==> src/rtl/muldiv_seq_if.sv <==
// muldiv_seq_if: request/result bundle between the EXE stage and the
// iterative multiply/divide sequencer.
//
// Handshake: start is a single-cycle request.  The sequencer takes it only
// at a rising edge where it is idle or finishing (IDLE/DONE) and cancel is
// low.  stall tells the requester to hold its instruction in EXE until the
// operation has finished.  done pulses for one cycle when hi/lo have just
// been written.  start seen while busy is dropped, not queued.
//
// Signals (master = EXE side, slave = sequencer):
//   start  : request, one cycle
//   op     : 00 MULT, 01 MULTU, 10 DIV, 11 DIVU
//   ea, eb : rs/rt operands
//   cancel : synchronous abort of the operation in flight
//   busy   : operation in flight
//   stall  : freeze IF/ID/EXE
//   done   : one-cycle pulse, hi/lo just updated
//   hi, lo : HI/LO architectural registers
interface muldiv_seq_if #(
  parameter int WIDTH = 32
);
  logic             start;
  logic [1:0]       op;
  logic [WIDTH-1:0] ea;
  logic [WIDTH-1:0] eb;
  logic             cancel;
  logic             busy;
  logic             stall;
  logic             done;
  logic [WIDTH-1:0] hi;
  logic [WIDTH-1:0] lo;

  modport master (
    output start, op, ea, eb, cancel,
    input  busy, stall, done, hi, lo
  );

  modport slave (
    input  start, op, ea, eb, cancel,
    output busy, stall, done, hi, lo
  );
endinterface

==> src/rtl/muldiv_seq.sv <==
// muldiv_seq: iterative multiply/divide sequencer owning HI/LO.
//
// A shift-add multiply or restoring divide runs on operand magnitudes for
// WIDTH iterations; signs are reapplied in a single fix-up cycle.
// Flow: IDLE/DONE --start--> PREP --> RUN (WIDTH cycles) --> FIX --> DONE.
//
// Ports:
//   clk       : clock, rising edge
//   clrn      : synchronous active-low reset
//   bus       : muldiv_seq_if slave (start/op/ea/eb/cancel in,
//               busy/stall/done/hi/lo out)
//   dbg_state : current FSM state
//
// Optional feature macro: MULDIV_FAST_MUL_EN.  When defined, MULT/MULTU
// go straight from acceptance to FIX and use a native product, so hi/lo
// are written one edge after acceptance.  Divides are unaffected.
module muldiv_seq #(
  parameter int WIDTH = 32
) (
  input  logic          clk,
  input  logic          clrn,
  muldiv_seq_if.slave   bus,
  output logic [2:0]    dbg_state
);

  localparam int            CW       = (WIDTH > 1) ? $clog2(WIDTH) : 1;
  localparam logic [CW-1:0] CNT_LAST = CW'(WIDTH - 1);

  typedef enum logic [2:0] {
    S_IDLE = 3'd0,
    S_PREP = 3'd1,
    S_RUN  = 3'd2,
    S_FIX  = 3'd3,
    S_DONE = 3'd4
  } state_t;

  state_t               state_q, state_d;
  logic [1:0]           op_q, op_d;
  logic [WIDTH-1:0]     ea_q, ea_d;
  logic [WIDTH-1:0]     eb_q, eb_d;
  // x: multiplicand or divisor magnitude; y: multiplier or dividend
  // magnitude, consumed one bit per RUN iteration.
  logic [WIDTH-1:0]     x_q, x_d;
  logic [WIDTH-1:0]     y_q, y_d;
  // Multiply: running product.  Divide: {remainder, quotient}.
  logic [2*WIDTH-1:0]   acc_q, acc_d;
  logic [CW-1:0]        cnt_q, cnt_d;
  logic                 neg_res_q, neg_res_d;
  logic                 neg_rem_q, neg_rem_d;
  logic [WIDTH-1:0]     hi_q, hi_d;
  logic [WIDTH-1:0]     lo_q, lo_d;
  logic                 busy_q, busy_d;
  logic                 done_q, done_d;

  logic                 idle_like;
  logic                 accept;
  logic                 is_signed;
  logic                 a_neg, b_neg;
  logic [WIDTH-1:0]     mag_a, mag_b;
  logic [WIDTH:0]       mul_sum;
  logic [WIDTH:0]       div_shift;
  logic                 div_ge;
  logic [WIDTH-1:0]     div_diff;
  logic [2*WIDTH-1:0]   prod_fix;
  logic [WIDTH-1:0]     quo_fix, rem_fix;
`ifdef MULDIV_FAST_MUL_EN
  logic [2*WIDTH-1:0]   fast_prod;
`endif

  // Datapath terms, evaluated every cycle and consumed by the FSM below.
  always_comb begin
    idle_like = (state_q == S_IDLE) || (state_q == S_DONE);
    accept    = idle_like && bus.start && !bus.cancel;

    is_signed = ~op_q[0];
    a_neg     = is_signed & ea_q[WIDTH-1];
    b_neg     = is_signed & eb_q[WIDTH-1];
    mag_a     = a_neg ? (~ea_q + 1'b1) : ea_q;
    mag_b     = b_neg ? (~eb_q + 1'b1) : eb_q;

    // Shift-add: the carry out of the add becomes the new top bit.
    mul_sum   = {1'b0, acc_q[2*WIDTH-1:WIDTH]} +
                {1'b0, (y_q[0] ? x_q : {WIDTH{1'b0}})};

    // Restoring divide: remainder < divisor, so the shifted value needs
    // one extra bit, and a successful trial always fits back in WIDTH.
    div_shift = {acc_q[2*WIDTH-1:WIDTH], y_q[WIDTH-1]};
    div_ge    = (div_shift >= {1'b0, x_q});
    div_diff  = div_shift[WIDTH-1:0] - x_q;

    prod_fix  = neg_res_q ? (~acc_q + 1'b1) : acc_q;
    quo_fix   = neg_res_q ? (~acc_q[WIDTH-1:0] + 1'b1) : acc_q[WIDTH-1:0];
    rem_fix   = neg_rem_q ? (~acc_q[2*WIDTH-1:WIDTH] + 1'b1)
                          : acc_q[2*WIDTH-1:WIDTH];

`ifdef MULDIV_FAST_MUL_EN
    // Extending both operands to 2*WIDTH (sign or zero) makes the low
    // 2*WIDTH bits of a plain product correct for either signedness.
    if (op_q[0]) begin
      fast_prod = {{WIDTH{1'b0}}, ea_q} * {{WIDTH{1'b0}}, eb_q};
    end else begin
      fast_prod = {{WIDTH{ea_q[WIDTH-1]}}, ea_q} *
                  {{WIDTH{eb_q[WIDTH-1]}}, eb_q};
    end
`endif
  end

  // Next-state logic.
  always_comb begin
    state_d   = state_q;
    op_d      = op_q;
    ea_d      = ea_q;
    eb_d      = eb_q;
    x_d       = x_q;
    y_d       = y_q;
    acc_d     = acc_q;
    cnt_d     = cnt_q;
    neg_res_d = neg_res_q;
    neg_rem_d = neg_rem_q;
    hi_d      = hi_q;
    lo_d      = lo_q;
    busy_d    = busy_q;
    done_d    = 1'b0;

    case (state_q)
      S_IDLE, S_DONE: begin
        if (accept) begin
          op_d    = bus.op;
          ea_d    = bus.ea;
          eb_d    = bus.eb;
          busy_d  = 1'b1;
          state_d = S_PREP;
`ifdef MULDIV_FAST_MUL_EN
          if (!bus.op[1]) begin
            state_d = S_FIX;
          end
`endif
        end else begin
          busy_d  = 1'b0;
          state_d = S_IDLE;
        end
      end

      S_PREP: begin
        if (op_q[1]) begin
          x_d = mag_b;
          y_d = mag_a;
        end else begin
          x_d = mag_a;
          y_d = mag_b;
        end
        neg_res_d = a_neg ^ b_neg;
        neg_rem_d = a_neg;
        acc_d     = '0;
        cnt_d     = '0;
        state_d   = S_RUN;
      end

      S_RUN: begin
        if (op_q[1]) begin
          acc_d[2*WIDTH-1:WIDTH] = div_ge ? div_diff : div_shift[WIDTH-1:0];
          acc_d[WIDTH-1:0]       = {acc_q[WIDTH-2:0], div_ge};
          y_d                    = {y_q[WIDTH-2:0], 1'b0};
        end else begin
          acc_d = {mul_sum, acc_q[WIDTH-1:1]};
          y_d   = {1'b0, y_q[WIDTH-1:1]};
        end
        cnt_d = cnt_q + 1'b1;
        if (cnt_q == CNT_LAST) begin
          state_d = S_FIX;
        end
      end

      S_FIX: begin
        if (op_q[1]) begin
          if (eb_q == '0) begin
            lo_d = '1;
            hi_d = ea_q;
          end else begin
            lo_d = quo_fix;
            hi_d = rem_fix;
          end
        end else begin
`ifdef MULDIV_FAST_MUL_EN
          {hi_d, lo_d} = fast_prod;
`else
          {hi_d, lo_d} = prod_fix;
`endif
        end
        busy_d  = 1'b0;
        done_d  = 1'b1;
        state_d = S_DONE;
      end

      default: begin
        busy_d  = 1'b0;
        state_d = S_IDLE;
      end
    endcase

    // Abort wins over everything the operation was about to do.
    if (bus.cancel && !idle_like) begin
      state_d = S_IDLE;
      busy_d  = 1'b0;
      done_d  = 1'b0;
      hi_d    = hi_q;
      lo_d    = lo_q;
    end
  end

  always_ff @(posedge clk) begin
    if (!clrn) begin
      state_q   <= S_IDLE;
      op_q      <= '0;
      ea_q      <= '0;
      eb_q      <= '0;
      x_q       <= '0;
      y_q       <= '0;
      acc_q     <= '0;
      cnt_q     <= '0;
      neg_res_q <= 1'b0;
      neg_rem_q <= 1'b0;
      hi_q      <= '0;
      lo_q      <= '0;
      busy_q    <= 1'b0;
      done_q    <= 1'b0;
    end else begin
      state_q   <= state_d;
      op_q      <= op_d;
      ea_q      <= ea_d;
      eb_q      <= eb_d;
      x_q       <= x_d;
      y_q       <= y_d;
      acc_q     <= acc_d;
      cnt_q     <= cnt_d;
      neg_res_q <= neg_res_d;
      neg_rem_q <= neg_rem_d;
      hi_q      <= hi_d;
      lo_q      <= lo_d;
      busy_q    <= busy_d;
      done_q    <= done_d;
    end
  end

  assign bus.busy  = busy_q;
  assign bus.done  = done_q;
  assign bus.hi    = hi_q;
  assign bus.lo    = lo_q;
  // A request arriving while idle stalls immediately so the instruction
  // stays in EXE for the cycle in which it is accepted.
  assign bus.stall = busy_q | (bus.start & idle_like);
  assign dbg_state = state_q;

endmodule

==> src/flat_wrapper.sv <==
// flat-port wrapper written by rule: the top's interface ports become plain ports
module muldiv_seq_flat 
#(
  parameter int WIDTH = 32
)
  (clk, clrn, dbg_state, bus_start, bus_op, bus_ea, bus_eb, bus_cancel, bus_busy, bus_stall, bus_done, bus_hi, bus_lo);
  muldiv_seq_if #(.WIDTH(WIDTH)) bus_i ();
  input  logic clk;
  input  logic clrn;
  output logic [2:0] dbg_state;
  input wire logic [$bits(bus_i.start)-1:0] bus_start;
  input wire logic [$bits(bus_i.op)-1:0] bus_op;
  input wire logic [$bits(bus_i.ea)-1:0] bus_ea;
  input wire logic [$bits(bus_i.eb)-1:0] bus_eb;
  input wire logic [$bits(bus_i.cancel)-1:0] bus_cancel;
  output wire logic [$bits(bus_i.busy)-1:0] bus_busy;
  output wire logic [$bits(bus_i.stall)-1:0] bus_stall;
  output wire logic [$bits(bus_i.done)-1:0] bus_done;
  output wire logic [$bits(bus_i.hi)-1:0] bus_hi;
  output wire logic [$bits(bus_i.lo)-1:0] bus_lo;
  assign bus_i.start = bus_start;
  assign bus_i.op = bus_op;
  assign bus_i.ea = bus_ea;
  assign bus_i.eb = bus_eb;
  assign bus_i.cancel = bus_cancel;
  assign bus_busy = bus_i.busy;
  assign bus_stall = bus_i.stall;
  assign bus_done = bus_i.done;
  assign bus_hi = bus_i.hi;
  assign bus_lo = bus_i.lo;
  muldiv_seq #(.WIDTH(WIDTH)) u_core (.clk(clk), .clrn(clrn), .bus(bus_i), .dbg_state(dbg_state));
endmodule
==> config.mk <==
export PLATFORM = sky130hd
export DESIGN_NAME = muldiv_seq_flat
export DESIGN_NICKNAME = d
export VERILOG_FILES = /design/src/rtl/muldiv_seq_if.sv /design/src/rtl/muldiv_seq.sv /design/src/flat_wrapper.sv
export SDC_FILE = /design/constraint.sdc
export NUM_CORES = 1
export LEC_CHECK = 0
export ABC_AREA = 1
export CAP_MARGIN = 10
export CELL_PAD_IN_SITES_DETAIL_PLACEMENT = 1
export CELL_PAD_IN_SITES_GLOBAL_PLACEMENT = 1
export CORE_MARGIN = 3
export CORE_UTILIZATION = 30
export DETAILED_ROUTE_END_ITERATION = 6
export PLACE_DENSITY_LB_ADDON = 0.1
export SYNTH_ARGS = -nofsm -noshare
export SYNTH_HDL_FRONTEND = slang
export SYNTH_SLANG_ARGS = --single-unit
==> constraint.sdc <==
create_clock -name clk -period 7.7 [get_ports clk]
set_input_delay 1.54 -clock clk [delete_from_list [all_inputs] [get_ports clk]]
set_output_delay 1.54 -clock clk [all_outputs]
set_load 0.03 [all_outputs]
=== Word-level counts from Yosys, hierarchy flattened ===
Cells that the tools add are included.

* $lt $le $gt $ge: 1
* Reduce and logical (&&, ||, !) cells: 14
* Bitwise gates (word level): 13
* $add $sub $neg: 8
* Muxes and demuxes: 24
* Eq/ne operators: 6

{| class="wikitable"
|+ Operator list
! cell !! number
|-
| two-way mux 32 bit || 13
|-
| adder 32 x 1 -> 32 bit, second input constant || 4
|-
| two-way mux 64 bit || 2
|-
| NOT 32 bit || 4
|-
| case mux 64 bit (2 select lines) || 1
|-
| adder 64 x 1 -> 64 bit, second input constant || 1
|-
| NOT 64 bit || 1
|-
| case mux 32 bit (2 select lines) || 1
|-
| adder 32 x 32 -> 33 bit || 1
|-
| greater-or-equal comparator 33 x 32 -> 1 bit || 1
|-
| zero test 32 bit || 1
|-
| subtractor 32 bit || 1
|-
| case mux 3 bit (4 select lines) || 1
|-
| case mux 5 bit (2 select lines) || 1
|-
| == test 3 x 2 -> 1 bit, second input constant || 2
|-
| OR reduction 2 bit || 3
|-
| adder 5 x 1 -> 5 bit, second input constant || 1
|-
| == test 5 bit, second input constant || 1
|-
| AND reduction 2 bit || 2
|-
| bitwise AND 1 bit || 3
|-
| == test 3 x 1 -> 1 bit, second input constant || 1
|-
| == test 3 bit, second input constant || 1
|-
| logical AND 1 bit || 3
|-
| zero test 3 bit || 1
|-
| other kinds (10) || 15
|}

* Output and inout bits: 70
* Flip-flop bits (word level): 270

=== Depth between registers and ports, before layout ===
* Depth in word-level cells: 6
* Depth in mapped cells: 20
* Gate-level depth less buffers: 18

=== Least setup slack after synthesis ===
Ideal clock, no wire load.

* Path type: input to output
* From: input bus_start
* To: output bus_stall
* Buffers on the path: 0
* Stages: 1
* Data arrival time: 1797 ps
* Setup slack: 4363 ps
* Cells stage by stage: a21o_1

* Cells in the longest elaborated chain, start to end: 2

{| class="wikitable"
|+ RTL lines
! what !! RTL line !! RTL
|-
| start, declared || flat_wrapper.sv:11 || <nowiki>input wire logic [$bits(bus_i.start)-1:0] bus_start;</nowiki>
|-
| bitwise AND 1 bit || muldiv_seq.sv:251 || <nowiki>assign bus.stall = busy_q | (bus.start & idle_like);</nowiki>
|-
| OR 1 bit || muldiv_seq.sv:251 ||
|-
| end, declared || flat_wrapper.sv:17 || <nowiki>output wire logic [$bits(bus_i.stall)-1:0] bus_stall;</nowiki>
|}

No other way between the ends.

=== Worst setup path after layout ===
Ends and elaborated chain as after synthesis.

==> impl_metrics.toml <==
[status]
outcome = "complete, no violations"

[synthesis]
synth_warnings = 0
synth-main-ff-cell = "dfxtp_1"
yosys-top-cells-area = "dfxtp_1 (24%), nand2_1 (18%), inv_1 (8.2%)"
synth_edf_count = 0
avgSynthCellArea_um2 = 5.91
synth.top_cell.area_share = 0.244
yosysUniqueCellTypes = 55
synth_nets = 3891
async_reset_ff_frac = 0
syn_area_um2 = 22100
synthCells = 3749
yosysSeqAreaShare = 0.244
synth_seq_cells = 270
ys_top_cells_by_count = "nand2_1 (1052), inv_1 (484), nand3_1 (334)"
synth.most_common_cell = "nand2_1"
yosys.area.top_type = "dfxtp_1"

[final_layout]
multi_input_area_um2 = 14100
nFillCells = 9591
utilization = 0.353
area_growth_pct = 15.2
final_area_um2 = 25500
antenna_cells = 0
regArea_um2 = 5410
drive_gt1_frac = 0.0571
nets = 3931
layout.cells.non_filler = 4768

[placement]
place_area_um2 = 24200
hpwl_um = 81800
gp_congestion = 0.952
port_buffers = 139
dp.cells = 4698
pre_cts_slack_ns = 3.30

[die]
row_count = 98
start_util = 0.306
fp.dieH_um = 278
die_x_um = 278
dieArea_um2 = 77100
coreArea_um2 = 72300
ioPinCount = 140

[sta]
slew_headroom = 0.363
hold-worst-slack_ns = 0.467
hold_viol_final = 0
finalWorstSetupSlack_ns = 3.30
fin_skew_ns = 0.0303
finalSetupViolCount = 0
tightest_slew_ns = 0.956
min_period_over_period = 0.571
fin_crit_ns = 4.40
max_freq_ghz = 0.227
tns_ns = 0
rsz0062_at_grt = "false"
drv_slew = 0

[detailed_routing]
drtPass1Iterations = 5
vias_per_cell = 5.21
drcViolationCount = 0
wl_per_cell_um = 22.0
vias = 24900
drtAntennaViolNets = 0
first_iter_violations = 1729
wl_um = 105000

[clock_network]
numCtsBuffers = 39
cts_tree = "yes"
cts_root_buf = "clkbuf_16"
post_cts_buffers = 0
clk-insertion-delay-late_ns = 0.58
cts.clk_slew.worst_paths_ns = 0.05
htreeDepth = 2
postCtsHoldBufs = 0
cts_buffer_depth = 3
cts.sinks = 270
cts_resized = 0

[power]
clockPowerShare = 0.342
p_int_mw = 3.12
vdd_drop_max_v = 0.000145
power_frac_seq = 0.296
swShare = 0.424
switchingPower_mw = 2.30
powerDensity_nw_per_um2 = 212
comb_power_share = 0.362
leakage_nw = 12.0
power_mw = 5.41

[setup_path]
cp_cell_sequence = "clkdlybuf4s50_1 > a21o_1 > clkdlybuf4s50_1"
r2r-start = "u_core.y_q[0]"
required_ns = 6.16
cp.arrival_ns = 2.86
critPathKind = "in -> out"
cp_max_fo = 2
critPathCaptureType = "primary output"
r2r_slack_ns = 4.06
critPathCapture = "bus_stall"
r2r_end = "u_core.acc_q[43]"
cp_common_cell = "clkdlybuf4s50_1"
ff2ff_path_depth = 13
cpMaxStageDelayCell = "clkdlybuf4s50_1"
slowest_delay_ns = 0.66
worst_setup_path_start_kind = "input port"
crit_start = "bus_start"

[grt]
grt_antenna_before_repair = 1
first_global_vias = 24800
grt_start_max_net_pins = 98
grt_usage = 0.266
grt_pass1_wl_um = 157000
grt-ovfl-total = 0

[flow_run]
max-cap-violations = 0

[hold_path]
min_path_type = "reg -> reg"
## state kept, by name (all words and copies together), names as in the netlist
register / flops
u_core.eb_q: 32
u_core.neg_rem_q: 1
u_core.bus.lo: 32
u_core.bus.hi: 32
u_core.acc_q: 64
u_core.ea_q: 32
u_core.bus.done: 1
u_core.dbg_state: 3
u_core.y_q: 32
u_core.cnt_q: 5
u_core.op_q: 2
u_core.neg_res_q: 1
u_core.bus.busy: 1
u_core.x_q: 32
## power groups by stage
stage / clock, mW / combinational (mW) / sequential [mW]
after CTS: 1.90 / 1.95 / 1.60
after global placement: 0 / 1.93 / 1.63
after detailed placement: 0 / 1.94 / 1.63
after floorplan: 0 / 1.32 / 1.57
after global routing: 1.95 / 2.16 / 1.61
final: 1.85 / 1.96 / 1.60
## cells in the final DEF (no fill, tap or decap), drive strengths merged
master | netlist | routed
nand2 | 1077 | 1077
inv | 499 | 502
nor2 | 358 | 358
nand3 | 350 | 350
a21oi | 344 | 344
dfxtp | 270 | 270
o21ai | 260 | 260
clkdlybuf4s50 | 0 | 138
xor2 | 101 | 101
ha | 70 | 70
o211ai | 56 | 56
clkbuf | 106 | 49
nand4 | 47 | 47
nor3 | 35 | 35
buf | 60 | 27
nand3b | 18 | 18
clkinv | 6 | 17
a31oi | 16 | 16
xnor2 | 15 | 15
o221ai | 11 | 11
o21bai | 10 | 10
nor4 | 6 | 6
a21o | 5 | 5
o31ai | 5 | 5
and2 | 5 | 5
or2 | 4 | 4
clkinvlp | 0 | 4
o21a | 3 | 3
bufinv | 0 | 3
a211oi | 2 | 2
a221oi | 2 | 2
fa | 2 | 2
and3 | 1 | 1
a41oi | 1 | 1
a22oi | 1 | 1
nor3b | 1 | 1
o311a | 1 | 1
o22ai | 1 | 1
## cell type report
type | count | area share
multi-input combinational | 2808 | 0.554
inverter | 505 | 0.0747
timing repair buffer | 165 | 0.0621
sequential | 270 | 0.212
clock inverter | 21 | 0.00942
tap | 950 | 0.0466
clock buffer | 49 | 0.0413
## per-layer routing
layer / share of wire / wire length, um / vias to the layer above / track usage
li1: - / - / 12200 / -
met1: 0.46 / 48600 / 12000 / 0.360
met2: 0.46 / 48300 / 556 / 0.446
met3: 0.048 / 5010 / 114 / 0.0302
met4: 0.030 / 3100 / 0 / 0.0747
met5: 0 / 0 / - / 0
## how the worst min path moves through the flow
stage                    startpoint         endpoint  slack, ns  cells after the start
floorplan           u_core.cnt_q[4]  u_core.cnt_q[4]       0.44                      2
global placement    u_core.cnt_q[3]  u_core.cnt_q[3]       0.46                      2
detailed placement  u_core.cnt_q[3]  u_core.cnt_q[3]       0.46                      2
CTS                 u_core.cnt_q[3]  u_core.cnt_q[3]       0.47                      2
global route        u_core.cnt_q[3]  u_core.cnt_q[3]       0.51                      2
finish              u_core.cnt_q[3]  u_core.cnt_q[3]       0.47                      2
## critical path, delay by kind of cell
kind	cells	cell delay [ns]
compound gates	1	0.13
buf+inv	2	1.19
## cells by family after synthesis
kind of cell    synth area share
fa+ha+maj                 0.0414
compound gates             0.178
simple gates               0.372
xor+xnor                  0.0459
buf+inv                    0.118
flops                      0.244
No activity file was read; power rests on OpenSTA's default activity.
